$ cat config.mk
export PLATFORM = sky130hd
export DESIGN_NAME = spi_master_rx
export DESIGN_NICKNAME = d
export VERILOG_FILES = /design/src/rtl/spi_pkg.sv /design/src/rtl/sync_2ff.sv /design/src/rtl/spi_master_rx.sv
export SDC_FILE = /design/constraint.sdc
export NUM_CORES = 1
export LEC_CHECK = 0
export ABC_AREA = 0
export CORE_ASPECT_RATIO = 0.8
export CORE_MARGIN = 2
export CORE_UTILIZATION = 50
export DETAILED_ROUTE_END_ITERATION = 12
export GPL_ROUTABILITY_DRIVEN = 0
export PLACE_DENSITY = 0.72
export SLEW_MARGIN = 20
export SYNTH_ARGS = -nofsm -noshare
export SYNTH_HDL_FRONTEND = slang
export SYNTH_SLANG_ARGS = --single-unit
export TNS_END_PERCENT = 10
$ cat constraint.sdc
create_clock -name clk -period 4.26 [get_ports clk]
set_input_delay 0.852 -clock clk [delete_from_list [all_inputs] [get_ports clk]]
set_output_delay 0.852 -clock clk [all_outputs]
set_load 0.005 [all_outputs]
$ cat src/rtl/spi_pkg.sv
// spi_pkg: FSM state encoding and default frame geometry shared by the SPI master/slave blocks.
`default_nettype none

package spi_pkg;

  localparam int HALF_PERIOD_DEF = 8;
  localparam int NUM_BYTES_DEF   = 16;

  typedef enum logic [1:0] {
    IDLE   = 2'd0,
    SETUP  = 2'd1,
    SCK_HI = 2'd2,
    SCK_LO = 2'd3
  } spi_state_t;

endpackage

`default_nettype wire

$ cat src/rtl/sync_2ff.sv
// sync_2ff: two-flop synchroniser for a single asynchronous bit, reset to 0.
`default_nettype none

module sync_2ff (
  input  logic clk,
  input  logic rst,
  input  logic d,
  output logic q
);

  logic meta;

  always_ff @(posedge clk) begin
    if (rst) begin
      meta <= 1'b0;
      q    <= 1'b0;
    end else begin
      meta <= d;
      q    <= meta;
    end
  end

endmodule

`default_nettype wire

$ cat src/rtl/spi_master_rx.sv
// spi_master_rx: mode-0 style SPI read master; clocks NUM_BYTES bytes in per frame,
// sampling synchronised MISO on each falling SCK edge, MSB first.
`default_nettype none

module spi_master_rx
  import spi_pkg::*;
#(
  parameter int HALF_PERIOD = HALF_PERIOD_DEF,
  parameter int NUM_BYTES   = NUM_BYTES_DEF
) (
  input  logic       clk,
  input  logic       rst,
  input  logic       start,
  input  logic       MISO,
  output logic       SCK,
  output logic       SS,
  output logic [7:0] rx_data,
  output logic       rx_valid,
  output logic [3:0] rx_index,
  output logic       busy,
  output logic       done
);

  localparam logic [7:0] HP_LAST  = 8'(HALF_PERIOD - 1);
  localparam logic [6:0] LAST_BIT = 7'(8 * NUM_BYTES - 1);

  spi_state_t state, state_n;
  logic [7:0] hp_cnt, hp_cnt_n;
  logic [6:0] bit_cnt, bit_cnt_n;
  logic [6:0] shreg;
  logic       sck_n, ss_n, busy_n, done_n;
  logic       sample;
  logic       hp_end;
  logic       miso_s;

  sync_2ff u_miso_sync (
    .clk (clk),
    .rst (rst),
    .d   (MISO),
    .q   (miso_s)
  );

  assign hp_end = (hp_cnt == HP_LAST);

  always_comb begin
    state_n   = state;
    hp_cnt_n  = hp_cnt;
    bit_cnt_n = bit_cnt;
    sck_n     = SCK;
    ss_n      = SS;
    busy_n    = busy;
    done_n    = 1'b0;
    sample    = 1'b0;
    case (state)
      // done is still high in the first IDLE cycle, so a start there is refused
      IDLE: begin
        if (start && !done) begin
          state_n   = SETUP;
          hp_cnt_n  = 8'd0;
          bit_cnt_n = 7'd0;
          ss_n      = 1'b0;
          busy_n    = 1'b1;
        end
      end
      SETUP: begin
        if (hp_end) begin
          state_n  = SCK_HI;
          hp_cnt_n = 8'd0;
          sck_n    = 1'b1;
        end else begin
          hp_cnt_n = hp_cnt + 8'd1;
        end
      end
      SCK_HI: begin
        if (hp_end) begin
          state_n  = SCK_LO;
          hp_cnt_n = 8'd0;
          sck_n    = 1'b0;
          sample   = 1'b1;
        end else begin
          hp_cnt_n = hp_cnt + 8'd1;
        end
      end
      SCK_LO: begin
        if (hp_end) begin
          hp_cnt_n = 8'd0;
          if (bit_cnt == LAST_BIT) begin
            state_n = IDLE;
            ss_n    = 1'b1;
            busy_n  = 1'b0;
            done_n  = 1'b1;
          end else begin
            state_n   = SCK_HI;
            sck_n     = 1'b1;
            bit_cnt_n = bit_cnt + 7'd1;
          end
        end else begin
          hp_cnt_n = hp_cnt + 8'd1;
        end
      end
      default: state_n = IDLE;
    endcase
  end

  always_ff @(posedge clk) begin
    if (rst) begin
      state    <= IDLE;
      hp_cnt   <= 8'd0;
      bit_cnt  <= 7'd0;
      shreg    <= 7'd0;
      SCK      <= 1'b0;
      SS       <= 1'b1;
      busy     <= 1'b0;
      done     <= 1'b0;
      rx_valid <= 1'b0;
      rx_data  <= 8'd0;
      rx_index <= 4'd0;
    end else begin
      state    <= state_n;
      hp_cnt   <= hp_cnt_n;
      bit_cnt  <= bit_cnt_n;
      SCK      <= sck_n;
      SS       <= ss_n;
      busy     <= busy_n;
      done     <= done_n;
      rx_valid <= sample && (bit_cnt[2:0] == 3'd7);
      if (sample) begin
        shreg <= {shreg[5:0], miso_s};
      end
      // shreg holds the first seven bits; the eighth comes straight from the synchroniser
      if (sample && (bit_cnt[2:0] == 3'd7)) begin
        rx_data  <= {shreg, miso_s};
        rx_index <= bit_cnt[6:3];
      end
    end
  end

endmodule

`default_nettype wire

# Yosys cells after proc, flatten, opt, wreduce, memory -nomap -nowiden
# Cells that the tools add are included.
[op_classes] n_reduce_logical=12 n_mux=29 add_sub_neg=2 bitwise=2 n_eq_ne=12
[op_table] cell="7-bit 2-to-1 mux" n=3
[op_table] cell="8-bit 2-to-1 mux" n=2
[op_table] cell="8-bit one-hot mux with 2 select lines" n=1
[op_table] cell="7-bit one-hot mux with 2 select lines" n=1
[op_table] cell="1-bit 2-to-1 mux" n=13
[op_table] cell="2-bit != test, second input constant" n=6
[op_table] cell="4-bit AND reduction" n=3
[op_table] cell="2-bit 2-to-1 mux" n=5
[op_table] cell="8-bit by 1-bit adder with 8-bit output, second input constant" n=1
[op_table] cell="8-bit by 3-bit == test with 1-bit output, second input constant" n=1
[op_table] cell="2-bit one-hot mux with 4 select lines" n=1
[op_table] cell="7-bit by 1-bit adder with 7-bit output, second input constant" n=1
[op_table] cell="7-bit == test, second input constant" n=1
[op_table] cell="3-bit OR reduction" n=2
[op_table] cell="5-bit AND reduction" n=1
[op_table] cell="2-bit == test, second input constant" n=2
[op_table] cell="1-bit one-hot mux with 2 select lines" n=2
[op_table] cell="3-bit == test, second input constant" n=1
[op_table] cell="1-bit one-hot mux with 3 select lines" n=1
[op_table] cell="3-bit nonzero test" n=1
[op_table] cell="2-bit by 1-bit == test with 1-bit output, second input constant" n=1
[op_table] cell="1-bit logical AND" n=2
[op_table] cell="2-bit zero test" n=1
[op_table] cell="1-bit NOT" n=2
[op_table] cell="2 further kinds" n=2
[word_totals] elab_cells=70 ff_bits=43

# Longest topological paths before layout
# Gate-level depths: netlist of run 1.
[logic_depth] ltp_word=4 mapped_depth=7

# Cells and area by module
# From an unflattened synthesis of run 1, not the netlist that was laid out.
[unflattened] cells_unflattened=196 hier_area_um2=1784.2
[by_module_without_submodules] module="spi_master_rx" seq_area_each_um2=820.8 cells_per_inst=192 area_each_um2=1731.7 n_inst=1
[by_module_without_submodules] module="sync_2ff" seq_area_each_um2=40.0 cells_per_inst=4 area_each_um2=52.6 n_inst=1

# Worst setup path after synthesis of run 1
# OpenSTA, ideal clock, no wires.
[synth_timing] kind="input to register" start="in start" end="reg bit_cnt[4]" setup_ns=0.124 slack_ns=2.449 arrival_ns=1.687 n_path_buf=0 stages=4 cell_sequence="nor4b_1 -> a311oi_1 -> o21ai_0 -> o31ai_1"
[synth_via] elab_chain_len=3
[synth_lines] element="start, declared" line="spi_master_rx.sv:13" text="input logic start,"
[synth_lines] element="1-bit logical AND" line="spi_master_rx.sv:57" text="if (start && !done) begin"
[synth_lines] element="2-bit != test (no source line)"
[synth_lines] element="4-bit AND reduction (no source line)"
[synth_lines] element="end signal, assigned" line="spi_master_rx.sv:121" text="bit_cnt <= bit_cnt_n;"
[synth_lines] element="end, declared" line="spi_master_rx.sv:29" text="logic [6:0] bit_cnt, bit_cnt_n;"
# No other way between the ends.
# A chain may end at the register's enable or synchronous reset.

==> results of run 1 <==
[layer usage]
layer	global-route usage, %	wire [um]
met3	5.993	221
met5	0	0
met4	10.24	60
met1	25.81	1751
met2	30.56	1801
[sequential cells by signal, indices dropped and copies added (netlist names)]
signal,cells
u_miso_sync.meta,1
done,1
SS,1
state,2
SCK,1
rx_valid,1
u_miso_sync.q,1
rx_data,8
rx_index,4
busy,1
hp_cnt,8
shreg,7
bit_cnt,7
[through the flow]
step	setup WS, ns	util (%)
after CTS	1.865	60.51
final	1.800	60.51
after floorplan	2.449	-
after global placement	1.692	58.07
after global routing	1.673	60.51
after detailed placement	1.564	58.07
[layout make-up]
cell class	count	share of cell area (%)
timing repair buffer	21	9.822
clock inverter	2	0.5917
multi-input combinational	145	42.43
sequential	43	40.71
clock buffer	6	3.432
tap	42	2.485
inverter	3	0.5325
[cells in the final DEF, fill, tap and decap left out, drive strengths merged, types with 2 or more instances in the layout]
cell type / synthesis / routed
dfxtp: 43 / 43
nor2: 25 / 25
clkdlybuf4s50: 0 / 20
nand2: 18 / 18
a21oi: 15 / 15
nand3: 14 / 14
mux2i: 12 / 12
o21ai: 11 / 11
clkbuf: 7 / 6
nor3: 5 / 5
nor2b: 4 / 4
a211oi: 4 / 4
inv: 3 / 3
a22o: 3 / 3
ha: 3 / 3
and2: 2 / 2
nand3b: 2 / 2
o211ai: 2 / 2
or4: 2 / 2
a31oi: 2 / 2
xnor2: 2 / 2
nor4b: 2 / 2
nand4: 2 / 2
[cells in the mapped netlist (all sizes together), types with 2 or more instances]
cell / n / area [um^2]
a22o: 3 / 26.28
or4: 2 / 15.01
nor2: 25 / 93.84
mux2i: 12 / 120.1
a211oi: 4 / 30.03
nor2b: 4 / 25.02
nor3: 5 / 25.02
and2: 2 / 15.01
a31oi: 2 / 12.51
buf: 2 / 12.51
o21ai: 11 / 55.05
nand4: 2 / 18.77
dfxtp: 43 / 860.8
inv: 3 / 11.26
nand3b: 2 / 15.01
xnor2: 2 / 17.52
clkbuf: 7 / 66.31
nand3: 14 / 70.07
o211ai: 2 / 15.01
nand2: 18 / 75.07
nor4b: 2 / 32.53
a21oi: 15 / 75.07
ha: 3 / 37.54
[kinds of logic after synthesis]
family / Yosys count
adders and majority gates: 3
buffers and inverters: 12
DFF: 43
and+or+nand+nor: 82
muxes: 12
xor gates and xnor gates: 3
AOI/OAI and AO/OA: 45
[worst paths after layout]
path	slack (ns)	to	start	cells after the start
max	1.80	bit_cnt[0]$_SDFFE_PP0P_	rst	5
min	0.45	u_miso_sync.q$_SDFF_PP0_	u_miso_sync.meta$_SDFF_PP0_	1
max reg2reg	2.08	rx_data[5]$_SDFFE_PP0P_	hp_cnt[0]$_SDFFE_PP0P_	5
min reg2reg	0.45	u_miso_sync.q$_SDFF_PP0_	u_miso_sync.meta$_SDFF_PP0_	1
[power by group through the flow]
stage               clock network [mW]  registers (mW)  logic, mW
finish                           0.252           0.411     0.0283
global route                     0.276           0.412     0.0323
CTS                              0.255           0.411     0.0284
detailed placement                   0           0.420     0.0284
global placement                     0           0.420     0.0271
floorplan                            0           0.418     0.0226
==> results.sh, run 1 <==
export IMPL_status="complete, no violations"
export IMPL_startpoint_type="input port"
export IMPL_synthMuxAreaShare_pct=6.500
export IMPL_multiInputGateArea_um2=897.1
export IMPL_fin_crit_ns=2.460
export IMPL_path_common_cell="o21ai_0"
export IMPL_vias=1534
export IMPL_stdcell_area_um2=2115
export IMPL_critical_path_slowest_cell="clkdlybuf4s50_1"
export IMPL_finalCritPeriodShare_pct=57.75
export IMPL_drtIter0Drc=77
export IMPL_cts_num_sinks=43
export IMPL_irDropWorstVdd_v=0.0002534
export IMPL_grt_use_total_pct=19.97
export IMPL_routedWlPerCell_um=14.63
export IMPL_path_delay_family="buffers and inverters"
export IMPL_fin_setup_tns_ns=0
export IMPL_synth_simple_area_share_pct=23.49
export IMPL_clock_path_buffers=2
export IMPL_synth_top_family_by_area="simple AND/OR/NAND/NOR gates"
export IMPL_setup_worst_path_class="input port to flop"
export IMPL_finalHoldViolations=0
export IMPL_drc=0
export IMPL_worst_pin_slew_ns=0.7346
export IMPL_nets=226
export IMPL_power_frac_comb_pct=4.1
export IMPL_dp_cells=254
export IMPL_grt_pass1_vias=1464
export IMPL_htreeDepth=2
export IMPL_cp_max_fo=29
export IMPL_synthDistinctLibCells=43
export IMPL_hold_path_class="flop to flop"
export IMPL_cp_cell_sequence="clkdlybuf4s50_1 -> buf_4 -> a311oi_1 -> o21ai_0 -> o21ai_0"
export IMPL_vias_per_cell=5.855
export IMPL_seq_area_um2=860.8
export IMPL_async_reset_ff_share_pct=0
export IMPL_p_sw_share_pct=22.98
export IMPL_drv_slew=0
export IMPL_power_density_nw_per_um2=327.1
export IMPL_max_clock_freq_mhz=406.5
export IMPL_syn_area_um2=1848
export IMPL_hold_buffers=0
export IMPL_synthCells=200
export IMPL_cts_tree="yes"
export IMPL_clock_latency_ns=0.30
export IMPL_cellLeakagePower_nw=0.8241
export IMPL_yosys_warnings=0
export IMPL_finalNonFillerCells=262
export IMPL_dpl_cell_area_um2=2029
export IMPL_synth_compound_area_share_pct=15.10
export IMPL_critPathCaptureType="flop"
export IMPL_cts_buffers=5
export IMPL_grt_pass1_wl_mm=6.417
export IMPL_path_clk_slew_ns=0.08
export IMPL_wirelength_mm=3.834
export IMPL_synth_seq_cells=43
export IMPL_yosysSeqAreaShare_pct=46.58
export IMPL_synthAdderAreaFrac_pct=2.031
export IMPL_intPower_uw=532.8
export IMPL_initial_utilization_pct=52.88
export IMPL_p_seq_share_pct=59.4
export IMPL_dieArea_um2=4201
export IMPL_power_total_uw=691.7
export IMPL_drive_gt1_share_pct=7.273
export IMPL_core_area_um2=3495
export IMPL_dp_hpwl_mm=2.715
export IMPL_synth_avg_cell_area_um2=9.240
export IMPL_cp_arrival_ns=2.69
export IMPL_finalSetupViolCount=0
export IMPL_rsz0062_at_grt="no"
export IMPL_grt_max_degree=30
export IMPL_num_antenna_cells=0
export IMPL_required_ns=4.49
export IMPL_drv_cap=0
export IMPL_synth_edf_count=0
export IMPL_syn_nets=207
export IMPL_yosys_most_used_dff="dfxtp_1"
export IMPL_cts_root_buf="clkbuf_8"
export IMPL_p_sw_uw=158.9
export IMPL_die_w_um=71.97
export IMPL_holdWs_ns=0.4463
export IMPL_critical_path_buf_inv_count=2
export IMPL_rows=19
export IMPL_cts_repair_resized=0
export IMPL_slew_headroom_pct=50.33
export IMPL_fillCellCount=296
export IMPL_antenna_found_initial=0
export IMPL_synthXorXnorAreaFrac_pct=1.422
export IMPL_die_h_um=58.38
export IMPL_max_stage_delay_ns=0.59
export IMPL_dr_pass1_iters=4
export IMPL_portBuffers=20
export IMPL_ant_nets=0
export IMPL_cts_setup_buffers=0
export IMPL_io_pins=21
export IMPL_skew_ns=0.01041
export IMPL_gr_total_overflow=0
export IMPL_syn_to_final_growth_pct=14.42
export IMPL_p_clk_share_pct=36.5
(Power assumes the default switching activity.)
==> run 2, diff against run 1 <==
--- a/config.mk
+++ b/config.mk
@@ -8,10 +8,10 @@
 export ABC_AREA = 0
 export CORE_ASPECT_RATIO = 0.8
 export CORE_MARGIN = 2
-export CORE_UTILIZATION = 50
+export CORE_UTILIZATION = 49
 export DETAILED_ROUTE_END_ITERATION = 12
 export GPL_ROUTABILITY_DRIVEN = 0
-export PLACE_DENSITY = 0.72
+export PLACE_DENSITY = 0.74
 export SLEW_MARGIN = 20
 export SYNTH_ARGS = -nofsm -noshare
 export SYNTH_HDL_FRONTEND = slang
==> constraint.sdc (replaced) <==
create_clock -name clk -period 2.25 [get_ports clk]
set_input_delay 0.45 -clock clk [delete_from_list [all_inputs] [get_ports clk]]
set_output_delay 0.45 -clock clk [all_outputs]
set_load 0.005 [all_outputs]
==> results.sh, run 2 (synthesis results as in run 1) <==
export IMPL_status="complete, no violations"
export IMPL_cp_arrival_ns=2.14
export IMPL_path_clk_slew_ns=0.08
export IMPL_startpoint_type="flop"
export IMPL_die_w_um=72.66
export IMPL_worst_pin_slew_ns=0.7213
export IMPL_reg2reg_depth=5
export IMPL_initial_utilization_pct=52.52
export IMPL_cts_repair_resized=0
export IMPL_wirelength_mm=3.614
export IMPL_grt_pass1_wl_mm=6.141
export IMPL_skew_ns=0.005739
export IMPL_grt_pass1_vias=1377
export IMPL_hold_buffers=0
export IMPL_critical_path_slowest_cell="or4_1"
export IMPL_required_ns=2.47
export IMPL_final_core_util_pct=62.09
export IMPL_dieArea_um2=4282
export IMPL_cts_setup_buffers=0
export IMPL_num_antenna_cells=0
export IMPL_htreeDepth=2
export IMPL_core_area_um2=3518
export IMPL_rows=19
export IMPL_setup_worst_path_class="flop to flop"
export IMPL_grt_use_total_pct=18.82
export IMPL_vias_per_cell=5.659
export IMPL_drtIter0Drc=110
export IMPL_stdcell_area_um2=2185
export IMPL_drv_cap=0
export IMPL_critPathCaptureType="flop"
export IMPL_fin_crit_ns=1.921
export IMPL_irDropWorstVdd_v=0.0004657
export IMPL_die_h_um=58.93
export IMPL_io_pins=21
export IMPL_power_total_mw=1.456
export IMPL_antenna_found_initial=0
export IMPL_cts_buffers=5
export IMPL_dp_cells=259
export IMPL_dp_hpwl_mm=2.540
export IMPL_cp_max_fo=8
export IMPL_gr_total_overflow=0
export IMPL_cp_cell_sequence="ha_1 -> nor4b_4 -> nand2_4 -> or4_1 -> a31oi_1"
export IMPL_routedWlPerCell_um=13.54
export IMPL_hold_path_class="flop to flop"
export IMPL_cellLeakagePower_nw=0.8687
export IMPL_whs_path_depth=1
export IMPL_top_regs="hp_cnt: 8 flops, rx_data: 8 flops"
export IMPL_dpl_cell_area_um2=2067
export IMPL_grt_max_degree=20
export IMPL_layout_commonest_cell="dfxtp_1"
export IMPL_finalCritPeriodShare_pct=85.37
export IMPL_clock_path_buffers=2
export IMPL_finalHoldViolations=0
export IMPL_fin_setup_tns_ns=0
export IMPL_max_stage_delay_ns=0.48
export IMPL_finalSetupViolCount=0
export IMPL_cts_root_buf="clkbuf_8"
export IMPL_power_density_nw_per_um2=666.3
export IMPL_ant_nets=0
export IMPL_finalNonFillerCells=267
export IMPL_drv_slew=0
export IMPL_dr_pass1_iters=4
export IMPL_max_clock_freq_mhz=520.6
export IMPL_syn_to_final_growth_pct=18.21
export IMPL_drive_gt1_share_pct=9.778
export IMPL_cts_num_sinks=43
export IMPL_clock_latency_ns=0.30
export IMPL_slew_headroom_pct=51.59
export IMPL_cts_tree="yes"
export IMPL_min_from="u_miso_sync.meta$_SDFF_PP0_"
export IMPL_reg2reg_from="hp_cnt[0]$_SDFFE_PP0P_"
export IMPL_cp_startpoint="hp_cnt[0]$_SDFFE_PP0P_"
export IMPL_drc=0
export IMPL_rsz0062_at_grt="no"
export IMPL_nets=231
export IMPL_vias=1511
export IMPL_layout_common_cells="43 x dfxtp_1, 25 x nor2_1, 20 x clkdlybuf4s50_1"
export IMPL_portBuffers=20
-- run 2: power by group --
part,switching [mW],total [mW],leakage (nW),internal [mW]
Sequential,0.00913,0.778,0.348,0.769
Clock,0.260,0.619,0.0612,0.359
Combinational,0.0313,0.0586,0.460,0.0274
Total,0.301,1.46,0.869,1.15
-- run 2: critical path: cells and delay by family, from the launching register on --
kind                     cells  cell delay (ns)
AO/OA/AOI/OAI                1             0.19
adder cells (fa/ha/maj)      1             0.22
AND/OR/NAND/NOR              3             1.02
flip-flops                   1             0.41
-- run 2: final cells by class --
type                    instances  area, um^2
flip-flops and latches         43       860.8
clock inverters                 2       35.03
clock buffers                   6       82.58
well taps                      42       52.55
multi-input cells             145       897.1
fillers                       297        1334
repair buffers                 26       245.2
inverters                       3       11.26
-- run 2: final timing paths --
kind,endpoint,slack (ns)
max,bit_cnt[3]$_SDFFE_PP0P_,0.33
min,u_miso_sync.q$_SDFF_PP0_,0.44
max reg2reg,bit_cnt[3]$_SDFFE_PP0P_,0.33
min reg2reg,u_miso_sync.q$_SDFF_PP0_,0.44
-- run 2: per-stage QoR --
step | setup WS, ns | hold slack [ns]
5_1_grt | 0.1990 | 0.4637
2_1_floorplan | 0.5345 | 0.4138
4_1_cts | 0.3256 | 0.4498
3_3_place_gp | 0.3070 | 0.4206
3_5_place_dp | 0.1898 | 0.4270
6_report | 0.3292 | 0.4431
-- run 2: metal layers --
layer / global-route usage (%) / share of wire [%] / vias to the layer above / wire [um]
met5: 0 / 0 / - / 0
met4: 6.349 / 1.3 / 0 / 46
met2: 31.43 / 48 / 26 / 1745
met3: 6.164 / 4.6 / 7 / 165
li1: - / - / 767 / -
met1: 23.00 / 46 / 711 / 1655
==> run 3, diff against run 2 <==
--- a/config.mk
+++ b/config.mk
@@ -8,10 +8,11 @@
 export ABC_AREA = 0
 export CORE_ASPECT_RATIO = 0.8
 export CORE_MARGIN = 2
-export CORE_UTILIZATION = 49
+export CORE_UTILIZATION = 50
 export DETAILED_ROUTE_END_ITERATION = 12
 export GPL_ROUTABILITY_DRIVEN = 0
-export PLACE_DENSITY = 0.74
+export PLACE_DENSITY = 0.72
+export SETUP_SLACK_MARGIN = 0.2
 export SLEW_MARGIN = 20
 export SYNTH_ARGS = -nofsm -noshare
 export SYNTH_HDL_FRONTEND = slang
==> constraint.sdc (replaced) <==
create_clock -name clk -period 2.1 [get_ports clk]
set_input_delay 0.42 -clock clk [delete_from_list [all_inputs] [get_ports clk]]
set_output_delay 0.42 -clock clk [all_outputs]
set_load 0.005 [all_outputs]
==> results.sh, run 3 (synthesis results as in run 1) <==
export IMPL_num_antenna_cells=0
export IMPL_pre_cts_slack_ns=0.1750
export IMPL_vias_per_cell=5.735
export IMPL_drv_cap=0
export IMPL_rows=19
export IMPL_dp_hpwl_mm=2.756
export IMPL_wirelength_mm=3.736
export IMPL_power_density_nw_per_um2=697.6
export IMPL_fillCellCount=284
export IMPL_slew_headroom_pct=64.99
export IMPL_grt_pass1_wl_mm=6.320
export IMPL_ant_nets=0
export IMPL_layout_commonest_cell="dfxtp_1"
export IMPL_layout_common_cells="43 x dfxtp_1, 25 x nor2_1, 20 x clkdlybuf4s50_1"
export IMPL_finalHoldViolations=0
export IMPL_syn_to_final_growth_pct=18.75
export IMPL_p_sw_uw=324.0
export IMPL_path_clk_slew_ns=0.08
export IMPL_grt_pass1_vias=1457
export IMPL_cts_tree="yes"
export IMPL_status="complete, no violations"
export IMPL_intPower_mw=1.207
export IMPL_core_area_um2=3495
export IMPL_startpoint_type="flop"
export IMPL_critical_path_slowest_cell="or4_1"
export IMPL_p_sw_share_pct=21.16
export IMPL_rsz0062_at_grt="yes"
export IMPL_io_pins=21
export IMPL_clock_latency_ns=0.30
export IMPL_portBuffers=20
export IMPL_cp_arrival_ns=2.06
export IMPL_max_clock_freq_mhz=546.7
export IMPL_drv_slew=0
export IMPL_die_h_um=58.38
export IMPL_dp_cells=259
export IMPL_finalNonFillerCells=268
export IMPL_power_total_mw=1.531
export IMPL_finalCritPeriodShare_pct=87.11
export IMPL_cts_buffers=5
export IMPL_grt_use_total_pct=19.67
export IMPL_fin_setup_tns_ns=0
export IMPL_finalWorstSetupSlack_ns=0.2708
export IMPL_cts_root_buf="clkbuf_8"
export IMPL_hold_buffers=0
export IMPL_final_core_util_pct=62.80
export IMPL_dr_pass1_iters=5
export IMPL_top_regs="hp_cnt: 8 flops, rx_data: 8 flops"
export IMPL_irDropWorstVdd_v=0.0006287
export IMPL_grt_max_degree=29
export IMPL_htreeDepth=2
export IMPL_drive_gt1_share_pct=10.62
export IMPL_cp_max_fo=8
export IMPL_finalSetupViolCount=0
export IMPL_setup_worst_path_class="flop to flop"
export IMPL_nets=232
export IMPL_p_seq_share_pct=54.4
export IMPL_antenna_found_initial=0
export IMPL_dieArea_um2=4201
export IMPL_drc=0
export IMPL_cp_cell_sequence="ha_1 -> nor4b_4 -> buf_4 -> nand2_4 -> or4_1 -> a31oi_1"
export IMPL_max_stage_delay_ns=0.49
export IMPL_initial_utilization_pct=52.88
export IMPL_skew_ns=0.002202
export IMPL_hold_path_class="flop to flop"
export IMPL_p_clk_share_pct=41.4
export IMPL_power_frac_comb_pct=4.2
export IMPL_fin_crit_ns=1.829
export IMPL_required_ns=2.33
export IMPL_clock_path_buffers=2
export IMPL_drtIter0Drc=121
export IMPL_cellLeakagePower_nw=0.8727
export IMPL_cts_num_sinks=43
export IMPL_worst_pin_slew_ns=0.5229
export IMPL_critPathCaptureType="flop"
export IMPL_vias=1537
export IMPL_gr_total_overflow=0
export IMPL_die_w_um=71.97
export IMPL_routedWlPerCell_um=13.94
-- run 3: cell count changes in the layout (fill, tap and decap cells not counted), sizes merged --
cell,change
clkbuf,-1
clkinv,+1
buf,+1
-- run 3: final cells by class --
cell class	instances	area, um^2	share of cell area [%]
clock inverters	3	43.79	1.995
multi-input cells	145	904.6	41.22
well taps	42	52.55	2.395
clock buffers	5	68.82	3.136
inverters	3	11.26	0.5131
flip-flops and latches	43	860.8	39.22
repair buffers	27	252.7	11.52
-- run 3: metal layers --
metal	track usage (%)	vias up	part of all wire [%]
met5	0	-	0
met3	4.795	8	2.9
met1	22.86	733	45
li1	-	772	-
met4	10.78	0	2.0
met2	33.73	24	50
-- run 3: repair_timing --
| item | 4_1_cts | 5_1_grt |
|---|---|---|
| setup buffers | 1 | 0 |
| endpoints found under the hold margin | 0 | 0 |
| setup endpoints to repair | 2 | 6 |
| resized for setup | 0 | 2 |
| pin swaps | 0 | 0 |
-- run 3: critical path: cells and delay by family (launching register included) --
| family | cells | cell delay, ns |
|---|---|---|
| fa+ha+maj | 1 | 0.24 |
| flops | 1 | 0.40 |
| simple gates | 3 | 0.77 |
| compound gates | 1 | 0.16 |
| buf+inv | 1 | 0.19 |
-- run 3: metrics by stage --
stage / hold WS, ns / cell area, um^2
finish: 0.4593 / 2195
global route: 0.4708 / 2195
CTS: 0.4610 / 2187
detailed placement: 0.4497 / 2067
global placement: 0.4370 / 2067
floorplan: 0.4138 / 1848
-- run 3: path summary, 6_finish.rpt --
path                          startpoint                  endpoint  cells past startpoint  slack, ns
max reg2reg       hp_cnt[0]$_SDFFE_PP0P_   bit_cnt[3]$_SDFFE_PP0P_                      6       0.27
max               hp_cnt[0]$_SDFFE_PP0P_   bit_cnt[3]$_SDFFE_PP0P_                      6       0.27
min reg2reg  u_miso_sync.meta$_SDFF_PP0_  u_miso_sync.q$_SDFF_PP0_                      1       0.46
min          u_miso_sync.meta$_SDFF_PP0_  u_miso_sync.q$_SDFF_PP0_                      1       0.46
-- run 3: power by group through the flow --
stage	Combinational [mW]	Clock, mW	Sequential (mW)
floorplan	0.0458	0	0.848
finish	0.0645	0.634	0.833
global placement	0.0621	0	0.852
detailed placement	0.0633	0	0.853
CTS	0.0635	0.649	0.833
global route	0.0709	0.678	0.834
